`config.mk`:
```
export PLATFORM = sky130hd
export DESIGN_NAME = lsu_mem_master_flat
export DESIGN_NICKNAME = d
export VERILOG_FILES = /design/src/rtl/mem_pkg.sv /design/src/rtl/lsu_mem_master_if.sv /design/src/rtl/lsu_mem_master_lane_align.sv /design/src/rtl/lsu_mem_master.sv /design/src/flat_wrapper.sv
export SDC_FILE = /design/constraint.sdc
export NUM_CORES = 1
export LEC_CHECK = 0
export BUFFER_PORTS_ARGS = -buffer_cell sky130_fd_sc_hd__buf_2
export CAP_MARGIN = 20
export CELL_PAD_IN_SITES_DETAIL_PLACEMENT = 1
export CELL_PAD_IN_SITES_GLOBAL_PLACEMENT = 1
export CORE_ASPECT_RATIO = 0.6
export CORE_UTILIZATION = 38
export CTS_BUF_LIST = sky130_fd_sc_hd__clkbuf_8
export DETAILED_ROUTE_END_ITERATION = 10
export PLACE_DENSITY = 0.75
export SETUP_SLACK_MARGIN = 0.2
export SYNTH_ARGS = -nofsm -noshare
export SYNTH_HDL_FRONTEND = slang
export SYNTH_SLANG_ARGS = --single-unit
```
`constraint.sdc`:
```
create_clock -name clk -period 4.8 [get_ports clk]
set_input_delay 0.24 -clock clk [delete_from_list [all_inputs] [get_ports clk]]
set_output_delay 0.24 -clock clk [all_outputs]
set_load 0.005 [all_outputs]
```
`src/rtl/mem_pkg.sv`:
```
// Shared types for the LSU data-memory master: access sizes, FSM states, byte lanes, captured request.
package mem_pkg;
  localparam int NUM_LANES = 4;

  typedef enum logic [1:0] {SZ_B = 2'b00, SZ_H = 2'b01, SZ_W = 2'b10} size_t;
  typedef enum logic [1:0] {IDLE, RD, WR, RESP} lsu_state_t;

  // Lane 0 is the most significant byte (big-endian lane order).
  typedef logic [0:NUM_LANES-1][7:0] byte_lanes_t;

  typedef struct packed {
    logic        we;
    logic [1:0]  size;
    logic        sgn;
    logic [31:0] addr;
    logic [31:0] wdata;
  } lsu_req_t;

  function automatic logic [2:0] size_bytes(input logic [1:0] size);
    case (size)
      SZ_B:    return 3'd1;
      SZ_H:    return 3'd2;
      default: return 3'd4;
    endcase
  endfunction
endpackage

```
`src/rtl/lsu_mem_master_if.sv`:
```
// Request/response port from EX/MEM plus the data-memory port of the LSU master.
interface lsu_mem_master_if;
  import mem_pkg::*;

  logic        req_valid;
  logic        req_ready;
  logic        req_we;
  logic [1:0]  req_size;
  logic        req_signed;
  logic [31:0] req_addr;
  logic [31:0] req_wdata;
  logic        resp_valid;
  logic [31:0] resp_rdata;
  logic        resp_err;
  logic [31:0] mem_addr;
  logic        mem_we;
  byte_lanes_t mem_wdata;
  byte_lanes_t mem_rdata;

  modport master (
    input  req_valid, req_we, req_size, req_signed, req_addr, req_wdata, mem_rdata,
    output req_ready, resp_valid, resp_rdata, resp_err, mem_addr, mem_we, mem_wdata
  );

  modport slave (
    output req_valid, req_we, req_size, req_signed, req_addr, req_wdata, mem_rdata,
    input  req_ready, resp_valid, resp_rdata, resp_err, mem_addr, mem_we, mem_wdata
  );
endinterface

```
`src/rtl/lsu_mem_master_lane_align.sv`:
```
// Combinational byte-lane steering: load extraction/extension and sub-word store merge.
module lane_align
  import mem_pkg::*;
(
  input  byte_lanes_t rdata,
  input  byte_lanes_t old_lanes,
  input  logic [1:0]  offset,
  input  logic [1:0]  size,
  input  logic        sgn,
  input  logic [31:0] wdata,
  output logic [31:0] ext,
  output byte_lanes_t merged
);
  logic [7:0]  b;
  logic [15:0] h;

  always_comb begin
    b   = rdata[offset];
    h   = offset[1] ? {rdata[2], rdata[3]} : {rdata[0], rdata[1]};
    ext = rdata;
    case (size)
      SZ_B:    ext = {{24{sgn & b[7]}}, b};
      SZ_H:    ext = {{16{sgn & h[15]}}, h};
      default: ext = rdata;
    endcase
  end

  // Unselected lanes keep what was read during RD.
  for (genvar i = 0; i < NUM_LANES; i++) begin : g_lane
    localparam logic [1:0] LI = 2'(i);
    assign merged[i] = (size == SZ_W)                        ? wdata[31-8*i -: 8] :
                       (size == SZ_B && offset == LI)        ? wdata[7:0] :
                       (size == SZ_H && offset[1] == LI[1])  ? (LI[0] ? wdata[7:0] : wdata[15:8]) :
                                                               old_lanes[i];
  end
endmodule

```
`src/rtl/lsu_mem_master.sv`:
```
// LSU master: turns byte/half/word loads and stores into word-aligned accesses, RMW for sub-word stores.
module lsu_mem_master
  import mem_pkg::*;
#(
  parameter int unsigned WAIT_CYCLES = 0,
  parameter logic [31:0] ADDR_LO     = 32'd0,
  parameter logic [31:0] ADDR_HI     = 32'd65535
)(
  input  logic              clk,
  input  logic              rst_b,
  lsu_mem_master_if.master  bus
);
  localparam int CW = (WAIT_CYCLES > 0) ? $clog2(WAIT_CYCLES + 1) : 1;

  lsu_state_t  state, state_nxt;
  lsu_req_t    req_q;
  logic [CW-1:0] cnt;
  byte_lanes_t rd_q, merged;
  logic [31:0] ext, rdata_q;
  logic        err_q;
  logic        acc, acc_err;
  logic [32:0] last_b;

  // Priority: illegal size, then alignment, then range of every byte touched.
  always_comb begin
    last_b  = {1'b0, bus.req_addr} + 33'(size_bytes(bus.req_size)) - 33'd1;
    acc_err = 1'b0;
    if (bus.req_size == 2'b11)                                  acc_err = 1'b1;
    else if (bus.req_size == SZ_H && bus.req_addr[0])           acc_err = 1'b1;
    else if (bus.req_size == SZ_W && bus.req_addr[1:0] != 2'b00) acc_err = 1'b1;
    else if (bus.req_addr < ADDR_LO || last_b > {1'b0, ADDR_HI}) acc_err = 1'b1;
  end

  assign acc = bus.req_valid && (state == IDLE);

  always_ff @(posedge clk or negedge rst_b) begin
    if (!rst_b) state <= IDLE;
    else        state <= state_nxt;
  end

  always_comb begin
    state_nxt = state;
    case (state)
      IDLE: if (bus.req_valid)
              state_nxt = acc_err ? RESP :
                          (bus.req_we && bus.req_size == SZ_W) ? WR : RD;
      RD:   if (cnt == '0) state_nxt = req_q.we ? WR : RESP;
      WR:   state_nxt = RESP;
      RESP: state_nxt = IDLE;
      default: state_nxt = IDLE;
    endcase
  end

  always_comb begin
    bus.req_ready  = (state == IDLE);
    bus.resp_valid = (state == RESP);
    bus.mem_we     = (state == WR);
    bus.mem_wdata  = (state == WR) ? merged : '0;
  end

  assign bus.mem_addr   = {req_q.addr[31:2], 2'b00};
  assign bus.resp_rdata = rdata_q;
  assign bus.resp_err   = err_q;

  always_ff @(posedge clk or negedge rst_b) begin
    if (!rst_b) begin
      req_q   <= '0;
      cnt     <= '0;
      rd_q    <= '0;
      rdata_q <= '0;
      err_q   <= 1'b0;
    end else begin
      if (acc) begin
        req_q <= '{we: bus.req_we, size: bus.req_size, sgn: bus.req_signed,
                   addr: bus.req_addr, wdata: bus.req_wdata};
        cnt   <= CW'(WAIT_CYCLES);
        if (acc_err) begin
          rdata_q <= '0;
          err_q   <= 1'b1;
        end
      end
      if (state == RD) begin
        if (cnt != '0) cnt <= cnt - 1'b1;
        else begin
          rd_q <= bus.mem_rdata;
          if (!req_q.we) begin
            rdata_q <= ext;
            err_q   <= 1'b0;
          end
        end
      end
      if (state == WR) begin
        rdata_q <= '0;
        err_q   <= 1'b0;
      end
    end
  end

  lane_align u_align (
    .rdata     (bus.mem_rdata),
    .old_lanes (rd_q),
    .offset    (req_q.addr[1:0]),
    .size      (req_q.size),
    .sgn       (req_q.sgn),
    .wdata     (req_q.wdata),
    .ext       (ext),
    .merged    (merged)
  );
endmodule

```
`src/flat_wrapper.sv`:
```
// flat-port wrapper written by rule: the top's interface ports become plain ports
module lsu_mem_master_flat import mem_pkg::*;
#(
  parameter int unsigned WAIT_CYCLES = 0,
  parameter logic [31:0] ADDR_LO     = 32'd0,
  parameter logic [31:0] ADDR_HI     = 32'd65535
)
  (clk, rst_b, bus_req_valid, bus_req_we, bus_req_size, bus_req_signed, bus_req_addr, bus_req_wdata, bus_mem_rdata, bus_req_ready, bus_resp_valid, bus_resp_rdata, bus_resp_err, bus_mem_addr, bus_mem_we, bus_mem_wdata);
  lsu_mem_master_if bus_i ();
  input  logic clk;
  input  logic rst_b;
  input wire logic [$bits(bus_i.req_valid)-1:0] bus_req_valid;
  input wire logic [$bits(bus_i.req_we)-1:0] bus_req_we;
  input wire logic [$bits(bus_i.req_size)-1:0] bus_req_size;
  input wire logic [$bits(bus_i.req_signed)-1:0] bus_req_signed;
  input wire logic [$bits(bus_i.req_addr)-1:0] bus_req_addr;
  input wire logic [$bits(bus_i.req_wdata)-1:0] bus_req_wdata;
  input wire logic [$bits(bus_i.mem_rdata)-1:0] bus_mem_rdata;
  output wire logic [$bits(bus_i.req_ready)-1:0] bus_req_ready;
  output wire logic [$bits(bus_i.resp_valid)-1:0] bus_resp_valid;
  output wire logic [$bits(bus_i.resp_rdata)-1:0] bus_resp_rdata;
  output wire logic [$bits(bus_i.resp_err)-1:0] bus_resp_err;
  output wire logic [$bits(bus_i.mem_addr)-1:0] bus_mem_addr;
  output wire logic [$bits(bus_i.mem_we)-1:0] bus_mem_we;
  output wire logic [$bits(bus_i.mem_wdata)-1:0] bus_mem_wdata;
  assign bus_i.req_valid = bus_req_valid;
  assign bus_i.req_we = bus_req_we;
  assign bus_i.req_size = bus_req_size;
  assign bus_i.req_signed = bus_req_signed;
  assign bus_i.req_addr = bus_req_addr;
  assign bus_i.req_wdata = bus_req_wdata;
  assign bus_i.mem_rdata = bus_mem_rdata;
  assign bus_req_ready = bus_i.req_ready;
  assign bus_resp_valid = bus_i.resp_valid;
  assign bus_resp_rdata = bus_i.resp_rdata;
  assign bus_resp_err = bus_i.resp_err;
  assign bus_mem_addr = bus_i.mem_addr;
  assign bus_mem_we = bus_i.mem_we;
  assign bus_mem_wdata = bus_i.mem_wdata;
  lsu_mem_master #(.WAIT_CYCLES(WAIT_CYCLES), .ADDR_LO(ADDR_LO), .ADDR_HI(ADDR_HI)) u_core (.clk(clk), .rst_b(rst_b), .bus(bus_i));
endmodule
```
Yosys cells after proc, flatten, opt, wreduce, memory -nomap -nowiden:

Index checks and enable logic that the tools add are counted.
W data, S select, Z words.

* register bits: 136
* input bits: 103
* output and inout port bits: 100
* logic and storage cells: 99

* add/subtract/negate cells: 3
* order comparisons: 3
* eq/ne operators: 13
* muxes and demuxes: 44
* bitwise operators: 5
* reduce and logical (&&, ||, !) cells: 18

Operators by type and width (number)
* $mux W32: 7
* $mux W8: 14
* $pmux W32 S2: 1
* $add A32 B3 Y33: 1
* $gt A33 B16 Y1 const B: 1
* $sub A33 B1 Y33 const B: 1
* $lt A32 B1 Y1 const B: 1
* $bmux W8 S2: 1
* $mux W16: 1
* $eq A2 B2 Y1 const B: 7
* $mux W1: 14
* $logic_and A1 B1 Y1: 10
* $eq A2 B1 Y1 const B: 4
* $logic_not A2 Y1: 4
* $mux W2: 4
* $pmux W2 S4: 1
* $pmux W3 S2: 1
* $ne A2 B2 Y1 const B: 2
* $reduce_and A2 Y1: 2
* $ge A3 B3 Y1 const B: 1
* $not A2 Y3: 1
* $and A1 B1 Y1: 2
* $not A1 Y1: 2
* $reduce_bool A2 Y1: 1
* other kinds (2): 2

Longest topological paths before layout:

* depth after elaboration: 16
* mapped depth: 16
* depth with buffers taken out: 15

Modules after synthesis:

Synthesis repeated with hierarchy kept, for this count alone.

* cell total of the unflattened synthesis: 1183
* area, all modules: 9831.9 µm²

Modules (own cells, without submodules)
* lsu_mem_master: instances 1, cells each 943, area each 8244.2 µm²
* lane_align: instances 1, cells each 240, area each 1587.8 µm²

Least setup slack after synthesis:

OpenSTA, ideal clock, no wires.

* kind: in2reg
* from: in bus_req_size[1]
* to: reg u_core.rdata_q[10] (netlist: u_core.bus.resp_rdata[10])
* arrival: 3173 ps
* setup slack: 1554 ps
* stages on the path: 16
* path buffers: 1
* cell sequence: inv_1 nand2_1 ha_1 inv_1 ha_1 fa_1 a211oi_2 o21ai_1 a221oi_2 o21ai_2 xor2_1 a2111oi_1 and4bb_1 a41oi_4 buf_6 o21ai_2

* word-level cells in the longest chain between the ends: 16

Ends and longest elaborated chain
* from (decl): RTL line flat_wrapper.sv:14 `input wire logic [$bits(bus_i.req_size)-1:0] bus_req_size;`
* $eq A2 B1 Y1 or $logic_not A2 Y1 (tied branches): RTL line mem_pkg.sv:20, lsu_mem_master.sv:29
* $pmux W3 S2: RTL line mem_pkg.sv:20 `case (size)`
* $add A32 B3 Y33: RTL line lsu_mem_master.sv:26 `last_b = {1'b0, bus.req_addr} + 33'(size_bytes(bus.req_size)) - 33'd1;`
* $sub A33 B1 Y33: RTL line lsu_mem_master.sv:26
* $gt A33 B16 Y1: RTL line lsu_mem_master.sv:31 `else if (bus.req_addr < ADDR_LO || last_b > {1'b0, ADDR_HI}) acc_err = 1'b1;`
* $logic_or A1 B1 Y1: RTL line lsu_mem_master.sv:31
* $mux W1: RTL line lsu_mem_master.sv:31
* $mux W1: RTL line lsu_mem_master.sv:30 `else if (bus.req_size == SZ_W && bus.req_addr[1:0] != 2'b00) acc_err = 1'b1;`
* $mux W1: RTL line lsu_mem_master.sv:29 `else if (bus.req_size == SZ_H && bus.req_addr[0]) acc_err = 1'b1;`
* $mux W1 *: RTL line lsu_mem_master.sv:28 `if (bus.req_size == 2'b11) acc_err = 1'b1;`
* $mux W32 *: RTL line lsu_mem_master.sv:77 `if (acc_err) begin`
* $mux W32 *: RTL line lsu_mem_master.sv:73 `if (acc) begin`
* $mux W32: RTL line lsu_mem_master.sv:86 `if (!req_q.we) begin`
* $mux W32: RTL line lsu_mem_master.sv:83 `if (cnt != '0) cnt <= cnt - 1'b1;`
* $mux W32 *: RTL line lsu_mem_master.sv:82 `if (state == RD) begin`
* $mux W32 *: RTL line lsu_mem_master.sv:92 `if (state == WR) begin`
* to (signal assigned): RTL line lsu_mem_master.sv:87 `rdata_q <= ext;`
* to (decl): RTL line lsu_mem_master.sv:19 `logic [31:0] ext, rdata_q;`

Every way passes the cells marked *; elsewhere a longest branch is shown, timed or not.
A chain may end at the register's enable or synchronous reset.

Worst setup path in the final report:

* from: in bus_req_size[1]
* to: reg u_core.rdata_q[31] (netlist: u_core.bus.resp_rdata[31])

Same word-level chain as after synthesis.

==> metrics.md <==
| Metric | Value |
|---|---|
| GR Overflow Total | 0 |
| Outcome | finished clean |
| Max-Cap Viols | 0 |
| CP Data Arrival Time | 4.20 ns |
| H-tree depth | 4 |
| Cell taking the most area after synthesis | dfrtp_1 |
| Root Buffer | clkbuf_8 |
| CORE AREA | 23600 um^2 |
| Longest Clk Path Bufs | 2 |
| Drt via density | 5.70 |
| Worst-path clk slew | 0.09 ns |
| Post-synth EDFFs | 0 |
| CTS tree | done |
| Total track usage | 29.2% |
| Die Footprint | 25200 um^2 |
| Row cnt | 43 |
| Slew Limit Fails | 0 |
| First-pass GRT wire length | 55000 um |
| DRC errors left | 0 |
| Worst-path maximum fanout | 32 |
| Slew Limit Headroom | 26.3% |
| Crit end category | flip-flop |
| Area Growth Syn to Fin | 19.3% |
| Pwr Density | 602 nW/um^2 |
| Remaining antenna violation count | 0 |
| Final #Nets | 1402 |
| Syn avg cell area | 8.59 um^2 |
| Fmax | 0.260 GHz |
| Routability congestion estimate | 0.939 |
| RSZ-0062 raised after global routing | no |
| Cts hold-fix bufs | 34 |
| Layout cells sized above 1 | 27.1% |
| Final wirelength | 36000 um |
| DRT Pass-1 Iters | 5 |
| Cell Area, Synth | 9330 um^2 |
| Num ports | 203 |
| Die Y | 123 um |
| Starting Density | 39.5% |
| DR vias | 9063 |
| Synth Warn # | 0 |
| Top_reg_cell synth | dfrtp_1 |
| Clock latency on the worst-skew pair | 0.47 ns |
| Fin crit share | 80.1% |
| Synthesized instance count | 1086 |
| WL per Instance | 22.6 um |
| Resized Gates After CTS | 0 |
| Post CTS Setup Buffer Count | 0 |
| Peak supply drop | 0.000294 V |
| Post-detail-place hpwl | 27400 um |
| Top post-synthesis cells by area | dfrtp_1 36%, nand2_1 7.6%, ha_1 5.1%, o21ai_0 4.6%, mux2_2 4.2% |
| Worst slew pin tran | 1.10 ns |
| Critical path class | input port to flip-flop |
| Share of the synthesized area in the top cell type | 36.5% |
| Synthesized flop and latch total | 136 |
| Clk sinks | 136 |
| Hold Path Class | input port to flip-flop |
| Initial antenna violation count | 1 |
| Clock skew | 0.0126 ns |
| Crit path required time | 5.15 ns |
| Die W | 204 um |
| DP Cell Count | 1522 |
| Fin worst setup slack | 0.953 ns |
| CTS Buf Count | 17 |
| FFs w/ async S/R, synth | 100% |
| Post-route insts no fill | 1589 |
| Number of global-route vias before repair | 8997 |
| IO buf count | 200 |
| Largest net degree at the start of global routing | 64 |
| Place WS | 0.652 ns |
| Fin. Hold Viols | 0 |
| Total power | 6.71 mW |
| Drt initial violations | 776 |
| Setup TNS | 0 ns |
| Final min period | 3.85 ns |
| # setup viols final | 0 |
| Post-DP Area | 10300 um^2 |
| Distinct cells, synth | 85 |
| Post-synthesis sequential area ratio | 36.5% |
| Cell area after layout | 11100 um^2 |
| Leakage | 5.41 nW |
| Crit start category | input port |
[kinds of logic after synthesis]
group                      Yosys count  share of synthesized area (%)
muxes                               56                           6.62
buffers and inverters              182                           9.77
AOI/OAI and AO/OA                  338                           24.8
other                                1                         0.0402
xor gates and xnor gates             7                          0.657
and+or+nand+nor                    327                           16.3
adders and majority gates           39                           5.31
DFF                                136                           36.5
[power by group]
group	switching (mW)	internal [mW]	leakage [nW]
Combinational	1.97	1.27	3.45
Clock	0.531	0.742	0.250
Sequential	0.519	1.68	1.71
Total	3.02	3.69	5.41
[flip-flops by register name, summed over array words and instances, names as in the netlist]
signal                 cells
u_core.bus.mem_addr       30
u_core.bus.resp_err        1
u_core.bus.resp_rdata     32
u_core.cnt                 1
u_core.rd_q               32
u_core.req_q              38
u_core.state               2
[cells in the mapped netlist (4+ instances only)]
cell type,n
mux2i_1,19
o21ai_1,7
a31oi_1,7
buf_6,6
o22ai_1,9
o21ai_0,85
o211a_1,8
dfrtp_1,136
o211ai_1,20
inv_1,89
and3_1,13
mux2_2,35
nor2_1,30
nand4_1,10
buf_2,8
a22oi_1,9
nand3_1,18
nor2b_1,10
buf_4,32
o221ai_1,16
a211oi_1,10
and2_1,4
clkbuf_1,42
ha_1,38
o21ai_2,35
nand2_1,188
o21a_1,10
a221oi_1,9
nor3_1,20
a21oi_1,67
and4_1,4
nand2b_1,4
o2111ai_1,4
o31ai_1,4
a21oi_2,5
xor2_1,4
[placed cells by master, fill, tap and decap left out, types with 30 or more instances in the layout]
cell type	count
mux2_2	35
o21ai_2	35
nor2_1	30
buf_2	199
a21oi_1	67
dfrtp_1	136
nand2_1	187
o21ai_0	85
ha_1	38
dlygate4sd3_1	34
inv_1	89
[path summary, 6_finish.rpt]
| check | start | endpoint | slack (ns) | cells after the start |
|---|---|---|---|---|
| max in group asynchronous | rst_b | u_core.req_q[12]$_DFFE_PN0P_ | 3.42 | 3 |
| worst max register to register | u_core.req_q[33]$_DFFE_PN0P_ | u_core.bus.resp_rdata[31]$_DFF_PN0_ | 2.18 | 8 |
| worst min register to register | u_core.rd_q[22]$_DFFE_PN0P_ | u_core.rd_q[22]$_DFFE_PN0P_ | 0.48 | 2 |
| worst max-delay path | bus_req_size[1] | u_core.bus.resp_rdata[31]$_DFF_PN0_ | 0.95 | 17 |
| worst min-delay path | bus_req_wdata[30] | u_core.req_q[30]$_DFFE_PN0P_ | 0.02 | 2 |
| min in group asynchronous | rst_b | u_core.bus.mem_addr[7]$_DFFE_PN0P_ | 0.31 | 2 |
[per-layer routing]
metal  GRT usage [%]  share of wire (%)
met1            46.5                 52
met2            37.5                 38
met3            7.85                9.0
met4            6.06                1.1
met5            2.38               0.26
[stage by stage]
stage          utilization (%)  hold WS (ns)
6_report                  47.1        0.0244
5_1_grt                   47.1      0.000884
4_1_cts                   47.1      0.000538
3_5_place_dp              43.5         0.258
3_3_place_gp              43.5         0.251
2_1_floorplan                -       -0.0556
[worst max-delay path: stages]
cell and delay (ns):
buf_2 0.13, inv_1 0.12, nand2_1 0.11, ha_1 0.29, inv_1 0.04, ha_1 0.21, fa_1 0.40, a211oi_2 0.25
o21ai_1 0.16, a221oi_2 0.46, o21ai_2 0.20, a211oi_1 0.39, o32ai_1 0.17, and4bb_1 0.34, a41oi_4 0.13, buf_12 0.22
o21ai_0 0.30
[area by class of cell]
type | instances | area [um^2]
Sequential cell | 136 | 3400
Inverter | 89 | 334
Timing Repair Buffer | 247 | 1460
Multi-Input combinational cell | 769 | 5030
Clock inverter | 14 | 265
Tap cell | 315 | 394
Antenna cell | 1 | 2.50
Fill cell | 2861 | 12500
Clock buffer | 18 | 248
No activity file was read; power rests on OpenSTA's default activity.
